File: src/rtl/gigatron_mem_sched.sv
// gigatron_mem_sched: 4-clock frame scheduler sharing one SRAM between core and host.
// Define GIGATRON_HOST_HOLD_EN to let host_hold suppress the core clock enable.
module gigatron_mem_sched #(
  parameter int ADDR_W = 15
) (
  input  logic              clock,
  input  logic              rst,
  output logic              cpu_ce,
  output logic              cpu_halted,
  input  logic [ADDR_W-1:0] cpu_raddr,
  output logic [7:0]        cpu_rdata,
  input  logic [ADDR_W-1:0] cpu_waddr,
  input  logic [7:0]        cpu_wdata,
  input  logic              cpu_we,
  input  logic              host_req,
  input  logic              host_we,
  input  logic [ADDR_W-1:0] host_addr,
  input  logic [7:0]        host_wdata,
  input  logic              host_hold,
  output logic              host_ack,
  output logic [7:0]        host_rdata,
  output logic [ADDR_W-1:0] sram_addr,
  output logic [7:0]        sram_dout,
  output logic              sram_we,
  input  logic [7:0]        sram_din
);

  typedef enum logic [1:0] {
    P0 = 2'd0,
    P1 = 2'd1,
    P2 = 2'd2,
    P3 = 2'd3
  } phase_e;

  phase_e            ph_q;
  phase_e            ph_d;
  logic              hold_w;
  logic              cpu_ce_q;
  logic              cpu_halted_q;
  logic [7:0]        cpu_rdata_q;
  logic              host_srv_q;
  logic              host_rd_q;
  logic              host_ack_q;
  logic [7:0]        host_rdata_q;
  logic [ADDR_W-1:0] sram_addr_q;
  logic [7:0]        sram_dout_q;
  logic              sram_we_q;

`ifdef GIGATRON_HOST_HOLD_EN
  assign hold_w = host_hold;
`else
  logic unused_hold;
  assign unused_hold = host_hold;
  assign hold_w      = 1'b0;
`endif

  always_comb begin
    ph_d = P0;
    unique case (ph_q)
      P0: ph_d = P1;
      P1: ph_d = P2;
      P2: ph_d = P3;
      P3: ph_d = P0;
    endcase
  end

  // Each branch sets up the registered SRAM drive for the phase that follows.
  always_ff @(posedge clock) begin
    if (rst) begin
      ph_q         <= P0;
      cpu_ce_q     <= 1'b0;
      cpu_halted_q <= 1'b0;
      cpu_rdata_q  <= 8'h00;
      host_srv_q   <= 1'b0;
      host_rd_q    <= 1'b0;
      host_ack_q   <= 1'b0;
      host_rdata_q <= 8'h00;
      sram_addr_q  <= '0;
      sram_dout_q  <= 8'h00;
      sram_we_q    <= 1'b0;
    end else begin
      ph_q         <= ph_d;
      cpu_ce_q     <= (ph_q == P2) && !hold_w;
      cpu_halted_q <= (ph_q == P2) && hold_w;
      host_ack_q   <= (ph_q == P2) && host_srv_q;
      unique case (ph_q)
        P3: begin
          sram_we_q  <= cpu_we;
          host_srv_q <= 1'b0;
          host_rd_q  <= 1'b0;
          if (cpu_we) begin
            sram_addr_q <= cpu_waddr;
            sram_dout_q <= cpu_wdata;
          end
          if (host_rd_q) begin
            host_rdata_q <= sram_din;
          end
        end
        P0: begin
          sram_we_q   <= 1'b0;
          sram_addr_q <= cpu_raddr;
        end
        P1: begin
          host_srv_q <= host_req;
          host_rd_q  <= host_req && !host_we;
          sram_we_q  <= host_req && host_we;
          if (host_req) begin
            sram_addr_q <= host_addr;
            sram_dout_q <= host_wdata;
          end
        end
        P2: begin
          cpu_rdata_q <= sram_din;
          sram_we_q   <= 1'b0;
        end
      endcase
    end
  end

  assign cpu_ce     = cpu_ce_q;
  assign cpu_halted = cpu_halted_q;
  assign cpu_rdata  = cpu_rdata_q;
  assign host_ack   = host_ack_q;
  // Host read data arrives from the SRAM during the ack clock itself.
  assign host_rdata = (host_ack_q && host_rd_q) ? sram_din : host_rdata_q;
  assign sram_addr  = sram_addr_q;
  assign sram_dout  = sram_dout_q;
  assign sram_we    = sram_we_q;

endmodule

File: config.mk
export PLATFORM = sky130hd
export DESIGN_NAME = gigatron_mem_sched
export DESIGN_NICKNAME = d
export VERILOG_FILES = /design/src/rtl/gigatron_mem_sched.sv
export SDC_FILE = /design/constraint.sdc
export NUM_CORES = 1
export LEC_CHECK = 0
export BUFFER_PORTS_ARGS = -buffer_cell sky130_fd_sc_hd__buf_4
export CORE_ASPECT_RATIO = 0.5
export CORE_MARGIN = 2
export CORE_UTILIZATION = 40
export CTS_BUF_LIST = sky130_fd_sc_hd__clkbuf_16
export DETAILED_ROUTE_END_ITERATION = 7
export GPL_ROUTABILITY_DRIVEN = 0
export GPL_TIMING_DRIVEN = 0
export PLACE_DENSITY_LB_ADDON = 0.3
export SYNTH_ARGS = -nofsm -noshare
export SYNTH_HDL_FRONTEND = slang
export SYNTH_SLANG_ARGS = --single-unit
export TNS_END_PERCENT = 5
File: constraint.sdc
create_clock -name clock -period 1.6 [get_ports clock]
set_input_delay 0.24 -clock clock [delete_from_list [all_inputs] [get_ports clock]]
set_output_delay 0.24 -clock clock [all_outputs]
set_load 0.02 [all_outputs]
==> impl_metrics.yaml <==
floorplan:
  rows: 19
  core_area_mm2: 0.00566
  die_w_um: 114
  die_h_um: 58.9
  die_area_mm2: 0.00671
  initial_core_util_pct: 42.7
  io_pins: 118
pwr:
  seq_power_share_pct: 29.6
  ir_worst_vdd_uv: 700
  switching_share_pct: 37.0
  leakage_uw: 0.00161
  p_per_area_mw_per_mm2: 1460
  clkPwrFrac_pct: 21.6
  power.switching_uw: 2020
  p_int_uw: 3440
  pwr-share-comb_pct: 48.8
logic_synthesis:
  synth-warning-count: 0
  synth_cell_type_count: 34
  syn_area_mm2: 0.00241
  syn_avg_cell_area_um2: 9.21
  seq_area_frac_synth_pct: 38.2
  syn_inst: 262
  synth.net_count: 344
  synth_seq_cells: 46
cells_and_area:
  fillCellCount: 466
  final_cells: 464
  antenna_cells: 0
  drive_gt1_share_pct: 45.8
  layout_commonest_cell: "buf_4"
  fin_util_pct: 66.2
  final_cell_mix: "buf_4, dfxtp_1, nand2_1"
  synthToLayoutAreaGrowth_pct: 55.1
  final_nets: 472
routing:
  wire_per_inst_um: 15.8
  ant_nets: 0
  firstDrtPassIters: 4
  wl_um: 7340
  first_iter_violations: 73
  post-route-drc-count: 0
  via_per_inst: 5.42
  dr_total_vias: 2514
sta:
  finalWorstSetupSlack_ns: -0.0659
  clock.fmax_mhz: 600
  setup_viol: 12
  period_share_pct: 104
  slew_headroom_pct: 64.5
  period_needed_ns: 1.67
  finalHoldViolCount: 0
  slew_viol_final: 0
  worst_slew_pin_slew_ns: 0.533
  finClkSkew_ns: 0.00705
  rsz0062_at_grt: "yes"
placed_design:
  io_buffers: 115
  dp.cells: 450
  hpwlAfterDp_um: 5260
grt:
  antenna_found_initial: 0
  track_usage_pct: 21.3
  gr-total-overflow: 0
  grt_max_degree: 16
  grt_pass1_wl_um: 11200
  grt_pass1_vias: 2468
worst_setup_path:
  worst_setup_path_start_kind: "flip-flop"
  cp_max_fo: 6
  cp_top_family: "flip-flops"
  cp.arrival_ns: 1.82
  cp_num_buf_inv: 3
  crit_required_ns: 1.75
  crit_path_max_incr_delay_ns: 0.38
  path_class: "reg2reg"
  r2r_cells: 7
  r2r_end: "sram_dout[6]"
  worstPathCellList: "inv_4, ha_4, buf_8, buf_8, mux2_4, nor4_4, nor3_2"
  rr_startpoint: "ph_q[1]"
  crit_top_cell: "buf_8"
  reg2reg_slack_ns: -0.07
  critPathCaptureType: "flip-flop"
  cpMaxStageDelayCell: "dfxtp_4"
clock_tree:
  holdBufCountCts: 0
  clk_transition_reported_paths_ns: 0.07
  htree_levels: 2
  cts_buffers: 5
  clk-insertion-delay-late_ns: 0.29
  root_buffer: "clkbuf_16"
  cts.sinks: 46
  cts.path.max_buffers: 2
  cts_tree: "done"
hold_path:
  min_from: "sram_din[0]"
  whs_endpoint: "cpu_rdata[0]"
  hold_path_depth: 3
  hold_path.class: "in2reg"
job:
  max_cap_violations: 0
run_status:
  outcome: "complete, but fails checks"
  violations: "negative setup slack"
[final cells by class]
| cell class | instances | area (µm²) | share of cell area, % |
|---|---|---|---|
| Timing Repair Buffer | 122 | 941 | 25.1 |
| Clock buffer | 5 | 125 | 3.34 |
| Clock inverter | 3 | 43.8 | 1.17 |
| Tap cell | 73 | 91.3 | 2.44 |
| Buffer | 23 | 169 | 4.51 |
| Sequential cell | 46 | 928 | 24.8 |
| Multi-Input combinational cell | 188 | 1430 | 38.1 |
| Inverter | 4 | 17.5 | 0.468 |
[cells by family (layout without fill, tap and decap cells)]
family	count (synthesis)	in the layout	share of synthesized area, %
other	1	1	0.155
DFF	46	46	38.2
buffers and inverters	28	157	6.48
adders and majority gates	7	7	3.63
and+or+nand+nor	91	91	20.3
muxes	24	24	10.8
AOI/OAI and AO/OA	65	65	20.5
[how the worst max path moves through the flow]
stage	start	to	cells past startpoint
floorplan	ph_q[1]	sram_addr[9]	6
global placement	ph_q[1]	sram_dout[6]	7
detailed placement	ph_q[1]	sram_dout[6]	7
CTS	ph_q[1]	sram_addr[11]	6
global route	ph_q[1]	sram_dout[6]	7
finish	ph_q[1]	sram_dout[6]	7
[registers in the layout (all words and copies together) (netlist names)]
| name | cells |
|---|---|
| host_ack | 1 |
| host_rd_q | 1 |
| host_rdata_q | 8 |
| sram_we | 1 |
| ph_q | 2 |
| host_srv_q | 1 |
| sram_dout | 8 |
| sram_addr | 15 |
| cpu_ce | 1 |
| cpu_rdata | 8 |
[cells in the mapped netlist, drive strengths merged]
master   n  area, µm²
a311o   15        150
a311oi   1       8.76
dfxtp   46        921
a21oi   25        125
nor4     9       71.3
nor3     8       40.0
nand4b   1       8.76
a31oi    9       62.6
a31o     1       8.76
conb     1       3.75
or2      1       6.26
buf     15        108
clkbuf   9       33.8
nor2    11       43.8
or3b     1       8.76
mux2i    8       80.1
a32o    14        140
nand2   27        101
nor2b   16        108
ha       7       87.6
nand2b   2       12.5
inv      4       15.0
and2     1       6.26
nand3b   2       15.0
nand3    9       45.0
and2b    3       22.5
mux2    16        180
[through the flow]
stage | total power [µW] | instance area, µm² | hold WS [ns] | setup slack [ns] | TNS, ns
after floorplan | 3130 | 2430 | 0.319 | -0.00591 | -0.0295
after CTS | 5320 | 3640 | 0.199 | -0.0264 | -0.215
after global routing | 5760 | 3740 | 0.212 | -0.116 | -1.78
final | 5460 | 3740 | 0.207 | -0.0659 | -0.199
after detailed placement | 4020 | 3380 | 0.443 | -0.257 | -4.47
after global placement | 3940 | 3380 | 0.436 | -0.170 | -3.01
[power by group through the flow]
stage,combinational (µW),clock [µW],sequential (µW)
3_5_place_dp,2410,0,1620
5_1_grt,2860,1260,1640
2_1_floorplan,1240,0,1900
4_1_cts,2520,1210,1600
3_3_place_gp,2350,0,1600
6_report,2660,1180,1620
[worst reg2reg max path, cell delays in order (launching register included)]
cell and delay [ns]:
dfxtp_4 0.38, inv_4 0.05, ha_4 0.19, buf_8 0.13, buf_8 0.12, mux2_4 0.31
nor4_4 0.28, nor3_2 0.07
[routing by layer]
metal / share of wire [%] / up-vias / wire length [µm] / track usage [%]
met5: 0 / - / 0 / 0
met4: 1.2 / 0 / 91 / 7.49
met3: 4.9 / 12 / 357 / 5.15
met2: 49 / 78 / 3590 / 37.6
met1: 45 / 1198 / 3310 / 26.1
li1: - / 1226 / - / -
[repair_timing]
action	CTS	global route
cloned	0	1
buffers inserted	3	3
hold endpoints to repair	0	0
gates resized for setup	20	15
endpoints found under the setup margin	33	32
pin swaps	2	3
Power figures use the tool's default switching activity.
